===== src/rtl/maindec_pkg.sv =====
// Shared types and constants for the pipelined main decoder: the control bundle,
// opcode constants, field encodings and exception bit positions.
package maindec_pkg;

    localparam logic [6:0] OPC_LOAD      = 7'b0000011;
    localparam logic [6:0] OPC_MISC_MEM  = 7'b0001111;
    localparam logic [6:0] OPC_OP_IMM    = 7'b0010011;
    localparam logic [6:0] OPC_AUIPC     = 7'b0010111;
    localparam logic [6:0] OPC_OP_IMM_32 = 7'b0011011;
    localparam logic [6:0] OPC_STORE     = 7'b0100011;
    localparam logic [6:0] OPC_OP        = 7'b0110011;
    localparam logic [6:0] OPC_LUI       = 7'b0110111;
    localparam logic [6:0] OPC_OP_32     = 7'b0111011;
    localparam logic [6:0] OPC_BRANCH    = 7'b1100011;
    localparam logic [6:0] OPC_JALR      = 7'b1100111;
    localparam logic [6:0] OPC_JAL       = 7'b1101111;
    localparam logic [6:0] OPC_SYSTEM    = 7'b1110011;

    localparam logic [31:0] INSTR_ECALL  = 32'h0000_0073;
    localparam logic [31:0] INSTR_EBREAK = 32'h0010_0073;
    localparam logic [31:0] INSTR_MRET   = 32'h3020_0073;

    localparam logic [1:0] ALU_ADD = 2'b00;
    localparam logic [1:0] ALU_BR  = 2'b01;
    localparam logic [1:0] ALU_OP  = 2'b10;
    localparam logic [1:0] ALU_IMM = 2'b11;

    localparam int unsigned EXC_EBREAK  = 0;
    localparam int unsigned EXC_ECALL   = 1;
    localparam int unsigned EXC_ILLEGAL = 2;
    localparam int unsigned EXC_PRIV    = 3;

    typedef enum logic [2:0] {
        BrNone   = 3'b000,
        BrEq     = 3'b001,
        BrGeu    = 3'b010,
        BrNe     = 3'b011,
        BrGe     = 3'b100,
        BrLt     = 3'b101,
        BrLtu    = 3'b110,
        BrAlways = 3'b111
    } branch_e;

    typedef enum logic [1:0] {
        MrNone     = 2'b00,
        MrUnsigned = 2'b01,
        MrSigned   = 2'b11
    } memread_e;

    typedef enum logic [2:0] {
        MwB = 3'b000,
        MwH = 3'b001,
        MwW = 3'b011,
        MwD = 3'b111
    } memwidth_e;

    typedef enum logic [1:0] {
        RsAlu   = 2'b00,
        RsImm   = 2'b01,
        RsPcImm = 2'b10
    } regsel_e;

    typedef struct packed {
        logic       RegWrite;
        logic       MemWrite;
        memread_e   MemRead;
        branch_e    Branch;
        memwidth_e  memWidth;
        regsel_e    regSel;
        logic [1:0] ALUOp;
        logic       ALUSrc;
        logic       csrWriteEnable;
        logic       trapReturn;
        logic       wArith;
        logic       mulDiv;
        logic [3:0] exceptSignal;
    } ctrl_t;

    // Access size comes straight from funct3[1:0] for both loads and stores.
    function automatic memwidth_e width_of(input logic [1:0] sz);
        case (sz)
            2'b00:   return MwB;
            2'b01:   return MwH;
            2'b10:   return MwW;
            default: return MwD;
        endcase
    endfunction

endpackage


===== src/rtl/maindec_comb.sv =====
// Combinational instruction decoder producing one ctrl_t bundle per word.
// Optional M-extension decode is enabled by defining MAINDEC_MEXT_EN.
module maindec_comb
    import maindec_pkg::*;
#(
    parameter int unsigned XLEN = 64
) (
    input  logic [31:0] instr,
    input  logic [1:0]  privMode,
    output ctrl_t       ctrl
);

    localparam logic Is64 = (XLEN == 64);

    logic [6:0] opcode;
    logic [2:0] f3;
    logic [6:0] f7;
    logic [5:0] f6;
    logic       shift_ok_l;
    logic       shift_ok_r;
    logic       ill;
    logic       priv_viol;
    ctrl_t      c;

    assign opcode = instr[6:0];
    assign f3     = instr[14:12];
    assign f7     = instr[31:25];
    assign f6     = instr[31:26];

    // On RV64 shamt is 6 bits, so only instr[31:26] carries the funct field.
    assign shift_ok_l = Is64 ? (f6 == 6'b000000) : (f7 == 7'b0000000);
    assign shift_ok_r = Is64 ? (f6 == 6'b000000 || f6 == 6'b010000)
                             : (f7 == 7'b0000000 || f7 == 7'b0100000);

    always_comb begin
        c         = '0;
        ill       = 1'b0;
        priv_viol = 1'b0;
        case (opcode)
            OPC_LUI: begin
                c.RegWrite = 1'b1;
                c.regSel   = RsImm;
            end
            OPC_AUIPC: begin
                c.RegWrite = 1'b1;
                c.regSel   = RsPcImm;
            end
            OPC_JAL: begin
                c.RegWrite = 1'b1;
                c.Branch   = BrAlways;
            end
            OPC_JALR: begin
                c.RegWrite = 1'b1;
                c.Branch   = BrAlways;
                c.ALUSrc   = 1'b1;
                ill        = (f3 != 3'b000);
            end
            OPC_BRANCH: begin
                c.ALUOp = ALU_BR;
                case (f3)
                    3'b000:  c.Branch = BrEq;
                    3'b001:  c.Branch = BrNe;
                    3'b100:  c.Branch = BrLt;
                    3'b101:  c.Branch = BrGe;
                    3'b110:  c.Branch = BrLtu;
                    3'b111:  c.Branch = BrGeu;
                    default: ill = 1'b1;
                endcase
            end
            OPC_LOAD: begin
                c.RegWrite = 1'b1;
                c.ALUSrc   = 1'b1;
                c.memWidth = width_of(f3[1:0]);
                c.MemRead  = f3[2] ? MrUnsigned : MrSigned;
                ill        = (f3 == 3'b111) || (!Is64 && (f3 == 3'b011 || f3 == 3'b110));
            end
            OPC_STORE: begin
                c.MemWrite = 1'b1;
                c.ALUSrc   = 1'b1;
                c.memWidth = width_of(f3[1:0]);
                ill        = f3[2] || (!Is64 && f3[1:0] == 2'b11);
            end
            OPC_OP_IMM: begin
                c.RegWrite = 1'b1;
                c.ALUSrc   = 1'b1;
                c.ALUOp    = ALU_IMM;
                if (f3 == 3'b001) ill = !shift_ok_l;
                if (f3 == 3'b101) ill = !shift_ok_r;
            end
            OPC_OP_IMM_32: begin
                c.RegWrite = 1'b1;
                c.ALUSrc   = 1'b1;
                c.ALUOp    = ALU_IMM;
                c.wArith   = 1'b1;
                case (f3)
                    3'b000:  ill = 1'b0;
                    3'b001:  ill = (f7 != 7'b0000000);
                    3'b101:  ill = !(f7 == 7'b0000000 || f7 == 7'b0100000);
                    default: ill = 1'b1;
                endcase
                if (!Is64) ill = 1'b1;
            end
            OPC_OP: begin
                c.RegWrite = 1'b1;
                c.ALUOp    = ALU_OP;
                case (f7)
                    7'b0000000: ill = 1'b0;
                    7'b0100000: ill = !(f3 == 3'b000 || f3 == 3'b101);
`ifdef MAINDEC_MEXT_EN
                    7'b0000001: c.mulDiv = 1'b1;
`endif
                    default:    ill = 1'b1;
                endcase
            end
            OPC_OP_32: begin
                c.RegWrite = 1'b1;
                c.ALUOp    = ALU_OP;
                c.wArith   = 1'b1;
                case (f7)
                    7'b0000000: ill = !(f3 == 3'b000 || f3 == 3'b001 || f3 == 3'b101);
                    7'b0100000: ill = !(f3 == 3'b000 || f3 == 3'b101);
`ifdef MAINDEC_MEXT_EN
                    7'b0000001: begin
                        c.mulDiv = 1'b1;
                        ill      = (f3 == 3'b001 || f3 == 3'b010 || f3 == 3'b011);
                    end
`endif
                    default:    ill = 1'b1;
                endcase
                if (!Is64) ill = 1'b1;
            end
            OPC_MISC_MEM: begin
                ill = (f3[2:1] != 2'b00);
            end
            OPC_SYSTEM: begin
                if (f3 == 3'b000) begin
                    case (instr)
                        INSTR_ECALL:  c.exceptSignal[EXC_ECALL]  = 1'b1;
                        INSTR_EBREAK: c.exceptSignal[EXC_EBREAK] = 1'b1;
                        INSTR_MRET:   c.trapReturn = 1'b1;
                        default:      ill = 1'b1;
                    endcase
                end else if (f3 == 3'b100) begin
                    ill = 1'b1;
                end else begin
                    c.RegWrite       = 1'b1;
                    c.csrWriteEnable = 1'b1;
                    // CSR address bits [29:28] encode the lowest privilege allowed.
                    priv_viol        = (privMode < instr[29:28]);
                end
            end
            default: ill = 1'b1;
        endcase

        // Illegal words yield an empty bundle carrying only the illegal flag.
        if (ill) begin
            c                          = '0;
            c.exceptSignal[EXC_ILLEGAL] = 1'b1;
        end else if (priv_viol) begin
            c.exceptSignal[EXC_PRIV] = 1'b1;
        end

        if (c.exceptSignal != 4'b0000) begin
            c.RegWrite       = 1'b0;
            c.MemWrite       = 1'b0;
            c.MemRead        = MrNone;
            c.Branch         = BrNone;
            c.csrWriteEnable = 1'b0;
        end

        if (!Is64) c.wArith = 1'b0;
`ifndef MAINDEC_MEXT_EN
        c.mulDiv = 1'b0;
`endif
    end

    assign ctrl = c;

endmodule


===== src/rtl/pipe_maindec.sv =====
// One-stage pipelined main decoder: valid/ready handshake, RUN/TRAP FSM, output
// register and saturating illegal-instruction counter. M-extension: MAINDEC_MEXT_EN.
module pipe_maindec
    import maindec_pkg::*;
#(
    parameter int unsigned XLEN      = 64,
    parameter int unsigned ILL_CNT_W = 8
) (
    input  logic                 clk,
    input  logic                 rst_n,
    input  logic                 flush,
    input  logic                 coprocessorStall,
    input  logic                 in_valid,
    output logic                 in_ready,
    input  logic [31:0]          instr,
    input  logic [1:0]           privMode,
    output logic                 out_valid,
    input  logic                 out_ready,
    output ctrl_t                ctrl,
    output logic [ILL_CNT_W-1:0] illCount
);

    typedef enum logic [0:0] {
        StRun  = 1'b0,
        StTrap = 1'b1
    } state_e;

    state_e                 state_q;
    logic                   out_valid_q;
    ctrl_t                  ctrl_q;
    logic [ILL_CNT_W-1:0]   ill_cnt_q;
    ctrl_t                  dec_ctrl;
    logic                   accept;
    logic                   drain;
    logic                   dec_trap;
    logic                   dec_count;

    maindec_comb #(
        .XLEN(XLEN)
    ) u_comb (
        .instr    (instr),
        .privMode (privMode),
        .ctrl     (dec_ctrl)
    );

    // The stall only masks visibility; the held bundle stays in ctrl_q.
    assign out_valid = out_valid_q && !coprocessorStall;
    assign in_ready  = (state_q == StRun) && !coprocessorStall && (!out_valid_q || out_ready);
    assign accept    = in_valid && in_ready;
    assign drain     = out_valid && out_ready;
    assign dec_trap  = (dec_ctrl.exceptSignal != 4'b0000) || dec_ctrl.trapReturn;
    assign dec_count = dec_ctrl.exceptSignal[EXC_ILLEGAL] || dec_ctrl.exceptSignal[EXC_PRIV];

    always_ff @(posedge clk or negedge rst_n) begin
        if (!rst_n) begin
            state_q     <= StRun;
            out_valid_q <= 1'b0;
            ctrl_q      <= '0;
            ill_cnt_q   <= '0;
        end else if (flush) begin
            // A word accepted in the flush cycle is dropped and not counted.
            state_q     <= StRun;
            out_valid_q <= 1'b0;
        end else if (accept) begin
            ctrl_q      <= dec_ctrl;
            out_valid_q <= 1'b1;
            if (dec_trap) state_q <= StTrap;
            if (dec_count && ill_cnt_q != '1) ill_cnt_q <= ill_cnt_q + ILL_CNT_W'(1);
        end else if (drain) begin
            out_valid_q <= 1'b0;
        end
    end

    assign ctrl     = ctrl_q;
    assign illCount = ill_cnt_q;

endmodule

===== config.mk =====
export PLATFORM = sky130hd
export DESIGN_NAME = pipe_maindec
export DESIGN_NICKNAME = d
export VERILOG_FILES = /design/src/rtl/maindec_pkg.sv /design/src/rtl/maindec_comb.sv /design/src/rtl/pipe_maindec.sv
export SDC_FILE = /design/constraint.sdc
export NUM_CORES = 1
export LEC_CHECK = 0
export CORE_MARGIN = 4
export CORE_UTILIZATION = 40
export CTS_CLUSTER_SIZE = 16
export DETAILED_ROUTE_END_ITERATION = 7
export PLACE_DENSITY = 0.74
export SKIP_LAST_GASP = 1
export SLEW_MARGIN = 20
export SYNTH_ARGS = -nofsm -noshare
export SYNTH_HDL_FRONTEND = slang
export SYNTH_HIERARCHICAL = 1
export SYNTH_SLANG_ARGS = --single-unit
export TNS_END_PERCENT = 30

===== constraint.sdc =====
create_clock -name clk -period 1.3 [get_ports clk]
set_input_delay 0.13 -clock clk [delete_from_list [all_inputs] [get_ports clk]]
set_output_delay 0.13 -clock clk [all_outputs]
set_load 0.05 [all_outputs]

==> results of run 1 <==
==> cells by family after synthesis <==
kind of cell	share of synthesized area (%)
compound gates	11.0
flops	37.5
buf+inv	4.89
simple gates	29.8
fa+ha+maj	1.14
mux	12.3
xor+xnor	3.18
other cells	0.170
==> cell type report <==
type                       count  area share, %
clock buffer                   7           2.14
clock inverter                 1          0.744
inverter                       6          0.558
multi-input combinational    169           36.0
sequential                    33           20.5
tap                           70           2.17
timing repair buffer         140           37.9
==> power breakdown <==
group          total [mW]  leakage [nW]  internal (mW)  switching [mW]
Sequential           1.19         0.444           1.12          0.0690
Combinational        1.62          1.33          0.802           0.821
Clock               0.997        0.0585          0.625           0.372
Total                3.81          1.83           2.55            1.26
==> per-stage QoR <==
stage	setup WS (ns)	hold slack, ns	area [um^2]	TNS (ns)
floorplan	-0.909	-0.166	2220	-13.36
detailed placement	-1.47	0.519	3710	-31.23
global route	-0.925	0.209	4030	-16.04
global placement	-1.43	0.515	3710	-30.96
finish	-0.861	0.207	4030	-13.24
CTS	-0.820	0.217	3900	-13.21
==> routing by layer <==
| layer | wire length [um] | global-route usage [%] | vias to the layer above |
|---|---|---|---|
| li1 | - | - | 1076 |
| met1 | 2930 | 27.3 | 1092 |
| met2 | 3480 | 35.5 | 65 |
| met3 | 387 | 4.01 | 6 |
| met4 | 77 | 6.64 | 0 |
| met5 | 0 | 0 | - |
==> state kept, by name, indices dropped and copies added, names as in the netlist <==
signal       cells
out_valid_q      1
illCount         8
ctrl            23
state_q          1
==> cell usage in the layout, fill, tap and decap left out, drive strengths merged, types with 3 or more instances in the layout <==
| cell type | n |
|---|---|
| a21oi | 5 |
| buf | 118 |
| clkbuf | 14 |
| clkdlybuf4s15 | 5 |
| clkdlybuf4s50 | 7 |
| dfrtp | 33 |
| dlygate4sd2 | 3 |
| inv | 6 |
| mux2 | 24 |
| nand2 | 19 |
| nand2b | 4 |
| nand3 | 10 |
| nand4 | 5 |
| nand4b | 3 |
| nor2 | 19 |
| nor2b | 9 |
| nor3 | 9 |
| nor4 | 12 |
| o2111ai | 3 |
| o21ai | 6 |
| or3 | 3 |
| xor2 | 7 |
==> final timing paths <==
kind	depth (start not counted)	to	startpoint	slack (ns)
max	10	illCount[1]	instr[29]	-0.86
min	2	state_q	rst_n	0.21
max reg2reg	6	illCount[7]	state_q	-0.21
min reg2reg	1	ctrl[11]	ctrl[11]	0.57
max in group asynchronous	2	ctrl[13]	rst_n	0.91
min in group clk	5	ctrl[14]	instr[13]	0.39
==> what timing repair did <==
action | 4_1_cts | 5_1_grt
setup endpoints to repair | 35 | 35
buffers inserted | 5 | 7
resized for setup | 95 | 49
pin swaps | 16 | 20
==> implementation parameters, run 1 <==
Parameter                              Value

Clocking
  Clock net sink count    33
  Hold Buf Count CTS    0
  Depth of the CTS H-tree    2
  Clk Tree Root Cell    sky130_fd_sc_hd__clkbuf_8
  Clock slew seen by the registers of the worst setup and hold paths    0.07 ns
  TritonCTS clock tree    done
  Maximum buffer depth of the clock tree    2
  Skew-Pair Late Insertion Delay    0.28 ns
  Inserted Clock Buffers    5

Power
  Cell area power density    945 nW/um^2
  Total power    3.81 mW
  Static Leak    1.83 nW
  Worst supply voltage drop on vdd    1450 uV

STA
  Final Setup Violations    35
  Worst path setup slack after routing    -0.861 ns
  Minimum period implied by the final worst setup slack    2.16 ns
  Hold Violations, Final    0
  Final slew viol count    0
  Highest attainable clock frequency    463 MHz
  Final Skew    0.00273 ns
  Unrepaired setup endpoints after global routing    yes
  Final critical-path share of the clock period    166%

Cells and area
  Signed area change from the synthesized netlist to the final layout    83.3%
  Final net count    397
  Layout cells sized above 1    54.2%
  Antenna diode instance count    0
  Register area    826 um^2
  Number of inserted filler cells in the final layout    330
  Count of non-filler cells in the finished layout    426
  Final cell utilization of the core    77.5%
  Area of the multi-input gates    1450 um^2

Die
  Count of boundary I/O pins    73
  Row count    26
  Core Region    5200 um^2
  DIE AREA    6750 um^2
  Starting Density    42.3%
  Width of the chip    82.2 um
  Die span in y    82.2 um

Synthesis
  Largest area contributor in the netlist    sky130_fd_sc_hd__dfrtp_1
  Dominant synthesized flop cell    sky130_fd_sc_hd__dfrtp_1
  Cell with the most instances after synthesis    sky130_fd_sc_hd__dfrtp_1
  Most common library cells after synthesis    sky130_fd_sc_hd__dfrtp_1 (33), sky130_fd_sc_hd__mux2_2 (24), sky130_fd_sc_hd__nand2_1 (18)
  Syn Std Cell Area    2200 um^2
  Unique cell type count in the Yosys netlist    55
  Number of flops mapped to enable cells by yosys    0
  Proportion of register bits with asynchronous set or reset after synthesis    100%
  Synthesized netlist cell count    220
  Share of the yosys chip area belonging to registers    37.5%
  Register bit count reported by yosys    33
  Yosys Warn Count    6
  Synth top area cells    sky130_fd_sc_hd__dfrtp_1 (38%), sky130_fd_sc_hd__mux2_2 (12%), sky130_fd_sc_hd__nor4_1 (3.1%), sky130_fd_sc_hd__nand2_1 (3.1%), sky130_fd_sc_hd__xor2_1 (2.8%)
  Synthesized net count    262
  Average size of a mapped cell    10.0 um^2
  Post-synth top area share    37.5%

Routing
  1st-pass router iterations    4
  Avg Vias per Cell    5.26
  WL/cell    16.2 um
  Wire length after detailed routing    6.88 mm
  Routed via count    2,239
  DRC errors left    0
  Iteration-0 DRC count of the detailed router    111
  Count of antenna-violating nets left after detailed routing    0

Worst hold path
  Worst min path class    in -> async

Setup path
  CP bufs+invs    2
  Top cell family by delay on the critical path    simple AND/OR/NAND/NOR gates
  Required time at the worst-slack endpoint    1.47 ns
  Crit-path cells    clkdlybuf4s15_1, nor3_1, nand2_1, o21ai_1, a211oi_4, or3_4, o2111ai_4, buf_12, nor2_4, mux2_4
  Worst stage delay on the critical path    0.42 ns
  Class of the most critical setup path    in -> reg
  CP max stage cell    sky130_fd_sc_hd__or3_4
  Setup crit end kind    flip-flop
  Arrival time at the worst endpoint    2.33 ns
  CP max FO    7
  Nature of the critical path startpoint    input pin

GRT
  Grt total ovfl    0
  Pin count of the biggest net entering global routing    34
  Antenna violations before repair    0
  Via count of the first global-routing pass    2,296
  Wire length of the first global-routing pass    10.9 mm
  Total routing usage reported by global routing    21.1%

Status
  Run status    complete, but fails checks
  Violations in the final reports    setup timing

Flow run
  Max-cap violation count    0

Placed design
  Final HPWL from detailed placement    5.05 mm
  Cells after DPL    406
  Final estimated routing congestion in global placement    0.884
  Buffers added on ports    72
Note: power is estimated with default switching activity, not from simulation.
==> run 2, diff against run 1 <==
Settings changed: CORE_MARGIN 4 to unset.
==> run 2 against run 1 <==
Against the previous run:
- the flow still finishes with violations (setup timing)
- largest cell class unchanged
- critical path depth did not move
- via count increased by 6.2%
- maximum frequency rose by 0.15%
- total power is 3.4% lower
- first-iteration DRC count increased by 5.4%
- worst setup slack gained 0.0032 ns
- highest routed layer unchanged
- flip-flop and latch count unchanged
- largest power group unchanged
- combinational power is 6% higher
- routed wire length grew 15%
==> implementation parameters, run 2 (synthesized netlist as in run 1, its figures left out) <==
Parameter                              Value

Status
  Run status    complete, but fails checks
  Violations in the final reports    setup timing

Routing
  Iteration-0 DRC count of the detailed router    117
  Wire length after detailed routing    7.93 mm
  DRC errors left    0
  1st-pass router iterations    4
  WL/cell    18.2 um
  Routed via count    2,377
  Count of antenna-violating nets left after detailed routing    0
  Avg Vias per Cell    5.46

Power
  Sequential fraction of design power    32.5%
  Cell area power density    861 nW/um^2
  Net switching power of the design    1.36 mW
  Relative contribution of combinational cells to total power    46.6%
  Switching Fraction    37.0%
  Total power    3.68 mW
  Static Leak    1.89 nW
  Power share of the clock group    20.9%
  Worst supply voltage drop on vdd    1330 uV
  Cell internal power dissipation    2.32 mW

Cells and area
  Final net count    406
  Most frequent cells in the layout    sky130_fd_sc_hd__buf_4 (63), sky130_fd_sc_hd__buf_12 (34), sky130_fd_sc_hd__dfrtp_1 (33)
  Antenna diode instance count    0
  Layout cells sized above 1    58.1%
  Commonest non-fill, non-tap cell in the layout    sky130_fd_sc_hd__buf_4
  Max reg flops    23
  Signed area change from the synthesized netlist to the final layout    94.3%

Clocking
  Clk Tree Root Cell    sky130_fd_sc_hd__clkbuf_8
  TritonCTS clock tree    done
  Skew-Pair Late Insertion Delay    0.29 ns
  Inserted Clock Buffers    5
  Clock slew seen by the registers of the worst setup and hold paths    0.07 ns
  Hold Buf Count CTS    0
  Depth of the CTS H-tree    2
  Maximum buffer depth of the clock tree    2
  Clock net sink count    33

Die
  Row count    26
  DIE AREA    5800 um^2
  Width of the chip    76.2 um
  Core Region    5200 um^2
  Count of boundary I/O pins    73
  Die span in y    76.2 um
  Starting Density    42.3%

GRT
  Wire length of the first global-routing pass    12.1 mm
  Grt total ovfl    0
  Via count of the first global-routing pass    2,387
  Pin count of the biggest net entering global routing    34
  Antenna violations before repair    0
  Total routing usage reported by global routing    26.8%

STA
  Final Setup Violations    35
  Worst path setup slack after routing    -0.858 ns
  Minimum period implied by the final worst setup slack    2.16 ns
  Highest attainable clock frequency    463 MHz
  Hold Violations, Final    0
  Unrepaired setup endpoints after global routing    yes
  Final Skew    0.00191 ns
  Final critical-path share of the clock period    166%
  Final TNS setup    -16.34 ns
  Final slew viol count    0
  Worst hold slack    0.193 ns

Setup path
  Critical path launch point    instr[27]
  Required time at the worst-slack endpoint    1.47 ns
  Capture instance of the worst register-to-register path    illCount[6]
  Critical path destination    illCount[4]
  Nature of the critical path startpoint    input pin
  Setup slack of the worst register-to-register path    -0.31 ns
  Class of the most critical setup path    in -> reg
  CP max FO    4
  Arrival time at the worst endpoint    2.33 ns
  Cell depth of the worst flop-to-flop path    6
  Setup crit end kind    flip-flop
  Launching point of the worst reg2reg path    illCount[0]

Placed design
  Final HPWL from detailed placement    4.73 mm
  Final estimated routing congestion in global placement    0.920
  Worst Setup Slack post-DPL    -1.47 ns
  Buffers added on ports    72

Worst hold path
  Worst min path class    in -> async

Flow run
  Max-cap violation count    0
==> run 2: worst max-delay path, cell delays in order <==
cell and delay, ns:
sky130_fd_sc_hd__buf_6 0.10, sky130_fd_sc_hd__nor3_4 0.21, sky130_fd_sc_hd__or4b_4 0.49, sky130_fd_sc_hd__nand4_1 0.17, sky130_fd_sc_hd__nand4_4 0.13, sky130_fd_sc_hd__or3_4 0.38
sky130_fd_sc_hd__o2111ai_4 0.33, sky130_fd_sc_hd__buf_6 0.19, sky130_fd_sc_hd__nor4b_4 0.05, sky130_fd_sc_hd__xor2_1 0.16
==> run 2: through the flow <==
stage	cell area, um^2	std cells	util, %
after global placement	3740	410	71.8
after CTS	4100	432	78.8
after global routing	4280	435	82.2
after detailed placement	3740	410	71.8
after floorplan	2220	220	-
final	4280	435	82.2
==> run 2: metal layers <==
metal | up-vias | part of all wire, % | global-route usage [%]
met5 | - | 0 | 0
met4 | 0 | 3.3 | 13.3
met3 | 25 | 4.9 | 4.67
met2 | 89 | 52 | 48.1
met1 | 1169 | 39 | 30.7
li1 | 1094 | - | -
==> run 2: how the worst min path moves through the flow <==
stage	endpoint	cells after the start	slack (ns)
after floorplan	ctrl[0]	0	-0.17
after global placement	ctrl[1]	2	0.52
after detailed placement	state_q	2	0.52
after CTS	illCount[6]	2	0.20
after global routing	illCount[6]	2	0.22
final	state_q	2	0.19
==> run 2: timing repair <==
item,4_1_cts,5_1_grt
resized for setup,130,43
setup buffers,14,11
endpoints found under the setup margin,34,35
hold endpoints to repair,0,0
pin swaps,35,22
==> run 2: final cells by class <==
| class | instances | area, um^2 |
|---|---|---|
| inverters | 6 | 22.5 |
| clock buffers | 5 | 68.8 |
| flip-flops and latches | 33 | 826 |
| repair buffers | 149 | 1650 |
| well taps | 70 | 87.6 |
| fillers | 281 | 928 |
| clock inverters | 3 | 17.5 |
| multi-input cells | 169 | 1610 |
==> run 2: power groups by stage <==
stage	sequential (mW)	clock, mW	combinational (mW)
after floorplan	1.55	0	0.321
after global placement	1.20	0	1.53
after detailed placement	1.20	0	1.55
after CTS	1.18	0.767	1.64
after global routing	1.20	0.823	1.79
final	1.20	0.769	1.72
